File: src/rtl/text_banner_scheduler.sv
// Frame-synchronous banner sequencer: holds, scrolls out, blanks, then scrolls in the next
// text banner, and registers the selected banner's overlay pixel for the colour mux.
module text_banner_scheduler #(
  parameter int NUM_BANNERS = 4,
  parameter int HOLD_FRAMES = 120,
  parameter int SCROLL_DIV  = 2,
  parameter int SCROLL_SPAN = 80,
  parameter int GAP_FRAMES  = 30
) (
  input  logic                           clk,
  input  logic                           rst,
  input  logic                           enable,
  input  logic                           frame_start,
  input  logic                           skip_req,
  input  logic [NUM_BANNERS-1:0]         overlay_in,
  output logic                           skip_ack,
  output logic [$clog2(NUM_BANNERS)-1:0] banner_sel,
  output logic [6:0]                     scroll_cells,
  output logic                           overlay_active,
  output logic                           busy
);

  localparam int SEL_W   = $clog2(NUM_BANNERS);
  localparam int CNT_MAX = (HOLD_FRAMES > GAP_FRAMES) ? HOLD_FRAMES : GAP_FRAMES;
  localparam int CNT_W   = (CNT_MAX > 1) ? $clog2(CNT_MAX) : 1;
  localparam int DIV_W   = (SCROLL_DIV > 1) ? $clog2(SCROLL_DIV) : 1;

  localparam logic [CNT_W-1:0] HOLD_LAST = CNT_W'(HOLD_FRAMES - 1);
  localparam logic [CNT_W-1:0] GAP_LAST  = CNT_W'((GAP_FRAMES > 0) ? GAP_FRAMES - 1 : 0);
  localparam logic [DIV_W-1:0] DIV_LAST  = DIV_W'(SCROLL_DIV - 1);
  localparam logic [6:0]       SPAN      = 7'(SCROLL_SPAN);
  localparam logic [SEL_W-1:0] SEL_LAST  = SEL_W'(NUM_BANNERS - 1);

  typedef enum logic [2:0] {
    S_IDLE,
    S_HOLD,
    S_SCROLL_OUT,
    S_GAP,
    S_SCROLL_IN
  } state_t;

  state_t           state_reg, state_next;
  logic [CNT_W-1:0] cnt_reg, cnt_next, cnt_inc;
  logic [DIV_W-1:0] div_reg, div_next;
  logic [SEL_W-1:0] sel_reg, sel_next, sel_inc;
  logic [6:0]       scroll_reg, scroll_next;
  logic             overlay_reg, overlay_next;
  logic             skip_ack_reg, skip_ack_next;
  logic             busy_reg, busy_next;
  logic             skip_accept;
  logic             div_step;

  assign cnt_inc  = cnt_reg + CNT_W'(1);
  assign sel_inc  = (sel_reg == SEL_LAST) ? '0 : sel_reg + SEL_W'(1);
  assign div_step = (div_reg == DIV_LAST);

  always_ff @(posedge clk or posedge rst) begin
    if (rst) begin
      state_reg    <= S_IDLE;
      cnt_reg      <= '0;
      div_reg      <= '0;
      sel_reg      <= '0;
      scroll_reg   <= '0;
      overlay_reg  <= 1'b0;
      skip_ack_reg <= 1'b0;
      busy_reg     <= 1'b0;
    end else begin
      state_reg    <= state_next;
      cnt_reg      <= cnt_next;
      div_reg      <= div_next;
      sel_reg      <= sel_next;
      scroll_reg   <= scroll_next;
      overlay_reg  <= overlay_next;
      skip_ack_reg <= skip_ack_next;
      busy_reg     <= busy_next;
    end
  end

  // Dropping enable aborts immediately; everything else advances only on frame_start.
  always_comb begin
    state_next  = state_reg;
    cnt_next    = cnt_reg;
    div_next    = div_reg;
    sel_next    = sel_reg;
    scroll_next = scroll_reg;
    skip_accept = 1'b0;
    if (!enable) begin
      state_next  = S_IDLE;
      cnt_next    = '0;
      div_next    = '0;
      sel_next    = '0;
      scroll_next = '0;
    end else if (frame_start) begin
      case (state_reg)
        S_IDLE: begin
          state_next  = S_HOLD;
          cnt_next    = '0;
          div_next    = '0;
          sel_next    = '0;
          scroll_next = '0;
        end
        S_HOLD: begin
          // The incremented count reaching HOLD_FRAMES-1 ends the hold.
          if (skip_req || (cnt_inc >= HOLD_LAST)) begin
            state_next  = S_SCROLL_OUT;
            cnt_next    = '0;
            div_next    = '0;
            skip_accept = skip_req;
          end else begin
            cnt_next = cnt_inc;
          end
        end
        S_SCROLL_OUT: begin
          if (div_step) begin
            div_next    = '0;
            scroll_next = scroll_reg + 7'd1;
            if (scroll_reg + 7'd1 == SPAN) begin
              cnt_next = '0;
              if (GAP_FRAMES == 0) begin
                state_next = S_SCROLL_IN;
                sel_next   = sel_inc;
              end else begin
                state_next = S_GAP;
              end
            end
          end else begin
            div_next = div_reg + DIV_W'(1);
          end
        end
        S_GAP: begin
          if (cnt_reg == GAP_LAST) begin
            state_next = S_SCROLL_IN;
            sel_next   = sel_inc;
            cnt_next   = '0;
            div_next   = '0;
          end else begin
            cnt_next = cnt_inc;
          end
        end
        S_SCROLL_IN: begin
          if (div_step) begin
            div_next    = '0;
            scroll_next = scroll_reg - 7'd1;
            if (scroll_reg == 7'd1) begin
              state_next = S_HOLD;
              cnt_next   = '0;
            end
          end else begin
            div_next = div_reg + DIV_W'(1);
          end
        end
        default: state_next = S_IDLE;
      endcase
    end
  end

  always_comb begin
    busy_next     = (state_next != S_IDLE);
    skip_ack_next = skip_accept;
    overlay_next  = overlay_in[sel_reg] & enable &
                    ((state_reg == S_HOLD) || (state_reg == S_SCROLL_OUT) ||
                     (state_reg == S_SCROLL_IN));
  end

  assign skip_ack       = skip_ack_reg;
  assign banner_sel     = sel_reg;
  assign scroll_cells   = scroll_reg;
  assign overlay_active = overlay_reg;
  assign busy           = busy_reg;

endmodule

File: config.mk
export PLATFORM = sky130hd
export DESIGN_NAME = text_banner_scheduler
export DESIGN_NICKNAME = d
export VERILOG_FILES = /design/src/rtl/text_banner_scheduler.sv
export SDC_FILE = /design/constraint.sdc
export NUM_CORES = 1
export LEC_CHECK = 0
export BUFFER_PORTS_ARGS = -buffer_cell sky130_fd_sc_hd__buf_2
export CORE_UTILIZATION = 52
export DETAILED_ROUTE_END_ITERATION = 10
export PLACE_DENSITY = 0.75
export SLEW_MARGIN = 20
export SYNTH_ARGS = -nofsm -noshare
export SYNTH_HDL_FRONTEND = slang
export SYNTH_SLANG_ARGS = --single-unit
File: constraint.sdc
create_clock -name clk -period 2.28 [get_ports clk]
set_clock_uncertainty 0.1 [all_clocks]
set_input_delay 0.114 -clock clk [delete_from_list [all_inputs] [get_ports clk]]
set_output_delay 0.114 -clock clk [all_outputs]
set_load 0.01 [all_outputs]
======== Word-level counts from Yosys, hierarchy flattened ========
Index checks and enable logic that the tools add are counted.
operators by class
  add/sub/neg operators ................... 5
  $mul .................................... 0
  div/mod/pow operators ................... 0
  order comparisons ....................... 2
  equality and inequality tests ........... 19
  shift-type cells ........................ 0
  multiplexer cells ....................... 40
  bitwise operators ....................... 2
  reduce and logical (&&, ||, !) cells .... 10
operators by type and width
  kind                 number
  $mux 7               12
  $pmux 7 s5           1
  $mux 3               8
  $pmux 7 s3           1
  $ne 3x3->1 const B   6
  $pmux 3 s5           1
  $add 7x1->7 const B  2
  $mux 1               10
  $mux 2               4
  $reduce_and 4->1     2
  $eq 7x1->1 const B   1
  $eq 7x5->1 const B   1
  $eq 7x7->1 const B   1
  $ge 7x7->1 const B   1
  $sub 7x1->7 const B  1
  $eq 3x2->1 const B   2
  $ne 6x1->1 const B   1
  $reduce_and 6->1     1
  $ne 5x2->1 const B   1
  $ne 4x1->1 const B   1
  $pmux 1 s4           1
  $pmux 2 s2           1
  $eq 3x1->1 const B   1
  $eq 3x3->1 const B   1
  other kinds (13)     16
word-level totals
  register bits after elaboration ......... 23
  latch bits .............................. 0
  RAM bits ................................ 0
  ROM bits ................................ 0
  output and inout bits ................... 12
  word-level logic and storage cells ...... 86
  memories kept ........................... 0

======== Logic depth before layout (Yosys ltp) ========
  depth after elaboration ................. 8
  mapped depth ............................ 9
  depth with buffers taken out ............ 8

======== Worst setup path after synthesis ========
Ideal clock, no wire load.
  path kind ............................... register -> register
  start point ............................. reg cnt_reg[0]
  end point ............................... reg busy_reg, in the netlist busy
  data arrival time ....................... 1.937 ns
  required time ........................... 2.056 ns
  path slack .............................. 0.120 ns
  cell stages (with the launch flop) ...... 9
  buffers on the path ..................... 0
  period minus slack after synthesis ...... 2.160 ns
  cell sequence ........................... dfrtp_1 -> inv_1 -> ha_1 -> o21bai_1 -> nand4_1 -> a21boi_0 -> o21ai_1 -> a211o_1 -> a211o_1
on the way
  word-level cells in the longest chain between the ends .. 8
  elaborated cells on any way between the ends .. 10
  classes of those cells .................. 1 x add/sub; 1 x order compare; 1 x eq/ne; 5 x mux; 2 x reduce/logical
RTL lines
  element                 RTL line  RTL
  start, declared         43        logic [CNT_W-1:0] cnt_reg, cnt_next, cnt_inc;
  start signal, assigned  69        cnt_reg <= cnt_next;
  $add 7x1->7             53        assign cnt_inc = cnt_reg + CNT_W'(1);
  $ge 7x7->1              104       if (skip_req || (cnt_inc >= HOLD_LAST)) begin
  $logic_or 1x1->1        104
  $mux 3                  104
  $pmux 3 s5 (*)          94        case (state_reg)
  $mux 3 (*)              93        end else if (frame_start) begin
  $mux 3 (*)              87        if (!enable) begin
  $reduce_bool 3->1 (*)   158       busy_next = (state_next != S_IDLE);
  named net busy_next     49        logic busy_reg, busy_next;
  end signal, assigned    75        busy_reg <= busy_next;
  end, declared           49
The timed path passes the listed nets; every way through them passes the cells marked *.
A chain may end at the register's enable or synchronous reset.

======== Final worst setup path ========
Same ends and word-level chain as after synthesis.

==> results.md <==
- Status: finished clean
- Slew Limit Fails: 0
- DP Wirelength: 3180 um
- # setup viols final: 0
- First-pass GRT wire length: 7280 um
- Initial Utilization: 0.566
- Clk sink count: 23
- Syn Area/Cell: 8.23 sq um
- Remaining Overflow, GRT: 0
- GPL Wtd Cong: 0.906
- Placed cell count: 285
- VDD IR max: 0.165 mV
- Net count of the mapped netlist: 233
- Fill cells: 302
- Synth Instances: 217
- Reg2Reg Depth: 8
- Row count: 20
- Die height: 60.6 um
- Slew @ Worst Pin: 0.916 ns
- Worst-path fanout max: 4
- Hold Crit Depth: 3
- FFs w/ async S/R, synth: 1.00
- Io pins: 21
- Chip Width: 60.6 um
- DR WL/cell: 15.0 um
- Number of diodes: 0
- DR pass1 iterations: 4
- Core ar.: 3150 sq um
- Vias: 1718
- Post-layout util: 0.659
- Worst skew pair latency: 0.32 ns
- Reg2Reg Launch Point: cnt_reg[0]$_DFFE_PP0P_
- Hold_ws: 0.0355 ns
- Vias in the first global route: 1562
- All-Layer GR Usage: 0.265
- Full die area: 3670 sq um
- Final std cells w/o fill: 291
- Critical Path RT: 2.41 ns
- Routed WL: 4350 um
- DRC violations left: 0
- R2R setup slack: 0.10 ns
- DRT antenna net count: 0
- Clk pin slew, worst setup/hold paths: 0.14 ns
- Num CTS Buffers: 3
- Number of post-CTS setup repair buffers: 0
- Fin crit period: 2.18 ns
- DRT iter0 DRCs: 137
- Max_cap viols: 0
- Synth warnings: 0
- CTS tree: built
- Flops & latches, synth: 23
- Hold endpoint: div_reg$_DFFE_PP0P_
- Critical path arrival: 2.30 ns
- Unrepaired setup endpoints after global routing: true
- Fmax: 0.459 GHz
- Pleak: 0.941 nW
- CP endpoint kind: flop
- Vias/cell: 5.90
- Yosys cell types: 52
- Hold Path Class: input pin to flop
- CTS H-tree lvls: 1
- Mapped Area: 1790 sq um
- Pwr dens: 356 nW/um^2
- Worst slew margin: 0.389
- Largest net degree at the start of global routing: 24
- Seq/Total Area, Yosys: 0.322
- Reg-to-Reg End: busy$_DFF_PP0_
- PnR Total Power: 0.000740 W
- Fin. Hold Viols: 0
- Nets: 264
- Fin crit share: 0.956
- Critical path class: flop to flop
- Layout cell share with drive strength beyond 1: 0.235
- Initial antenna violation count: 0
- Synth Flop Type: dfrtp_1
- Clock Path Buffers: 2
- Post-synth EDFFs: 0
- Area grow syn2layout: 16.4%
- I/O Buffers: 20
- Root buf cell: clkbuf_4
- Leading cell types in the layout, fill and taps excluded: nand2_1 (34), dfrtp_1 (23), buf_2 (20), buf_4 (16), o21ai_0 (13)
- Most common cell after layout, fill and taps aside: nand2_1
- Hold_sp: enable
- Startpoint Class: flop
-- cell families (layout without fill, tap and decap cells) --
group | Yosys count | in the layout | synth area share
simple gates | 90 | 90 | 0.273
xor+xnor | 2 | 2 | 0.00981
buf+inv | 24 | 54 | 0.0540
flops | 23 | 23 | 0.322
fa+ha+maj | 7 | 7 | 0.0491
mux | 4 | 4 | 0.0308
compound gates | 67 | 67 | 0.261
-- cell type report --
type	count	area, sq um	share of cell area
multi-input cells	170	1130	0.546
flip-flops and latches	23	576	0.277
repair buffers	38	240	0.116
well taps	44	55.1	0.0265
inverters	12	45.0	0.0217
clock buffers	3	22.5	0.0108
clock inverters	1	5.00	0.00241
-- cells in the mapped netlist, types with 2 or more instances --
cell type | count | area (sq um)
a221o_1 | 2 | 20.0
or2_2 | 2 | 12.5
and2_1 | 4 | 25.0
nand4_1 | 3 | 18.8
nor2b_1 | 4 | 25.0
clkbuf_1 | 7 | 26.3
a211o_1 | 2 | 17.5
mux2_2 | 2 | 22.5
nand2b_1 | 3 | 18.8
a22o_1 | 6 | 52.6
inv_1 | 12 | 45.0
o21ai_0 | 15 | 75.1
ha_1 | 7 | 87.6
nor2_1 | 11 | 41.3
o22ai_1 | 3 | 18.8
a21oi_1 | 9 | 45.0
a21boi_0 | 2 | 15.0
and3_1 | 6 | 37.5
a211oi_1 | 2 | 15.0
nand2_1 | 34 | 128
dfrtp_1 | 23 | 576
a31oi_1 | 3 | 18.8
buf_2 | 5 | 25.0
a21boi_1 | 2 | 15.0
nand3_1 | 9 | 45.0
o211ai_1 | 9 | 67.6
nor3_1 | 5 | 25.0
-- critical path, cell delays in order, from the launching register on --
cell,delay [ns]
dfrtp_1,0.42
inv_1,0.07
ha_1,0.34
o21bai_2,0.18
nand4_1,0.13
a21boi_2,0.19
o21ai_2,0.09
a211o_1,0.31
a211o_1,0.25
-- power breakdown --
group | internal, W | leakage, nW | switching [W]
sequential | 0.000415 | 0.318 | 0.00000944
combinational | 0.0000465 | 0.605 | 0.0000688
clock | 0.0000657 | 0.0177 | 0.000135
-- repair_timing --
action	4_1_cts	5_1_grt
setup endpoints to repair	1	6
hold endpoints to repair	24	0
hold buffers	2	0
gates resized for setup	1	8
-- through the flow --
stage                     cell area, sq um  worst slack [ns]   TNS, ns
final                                 2080             0.101         0
after floorplan                       1790             0.120         0
after CTS                             2060            0.0223         0
after detailed placement              2010          -0.00785  -0.00785
after global routing                  2080           -0.0515   -0.0833
after global placement                2010            0.0316         0
-- worst max-delay path by stage --
stage / cells past startpoint / to / slack [ns] / from
finish: 8 / busy$_DFF_PP0_ / 0.10 / cnt_reg[0]$_DFFE_PP0P_
global route: 8 / busy$_DFF_PP0_ / -0.05 / cnt_reg[0]$_DFFE_PP0P_
CTS: 8 / busy$_DFF_PP0_ / 0.02 / cnt_reg[0]$_DFFE_PP0P_
detailed placement: 8 / busy$_DFF_PP0_ / -0.008 / cnt_reg[0]$_DFFE_PP0P_
global placement: 8 / busy$_DFF_PP0_ / 0.03 / cnt_reg[0]$_DFFE_PP0P_
floorplan: 8 / busy$_DFF_PP0_ / 0.12 / cnt_reg[0]$_DFFE_PP0P_
-- metal layers --
metal | vias to the layer above | track usage | share of wire
met5 | - | 0 | 0
met4 | 0 | 0.107 | 0.021
met3 | 10 | 0.0277 | 0.047
met2 | 45 | 0.419 | 0.48
met1 | 808 | 0.372 | 0.45
li1 | 855 | - | -
(Power assumes the default switching activity.)
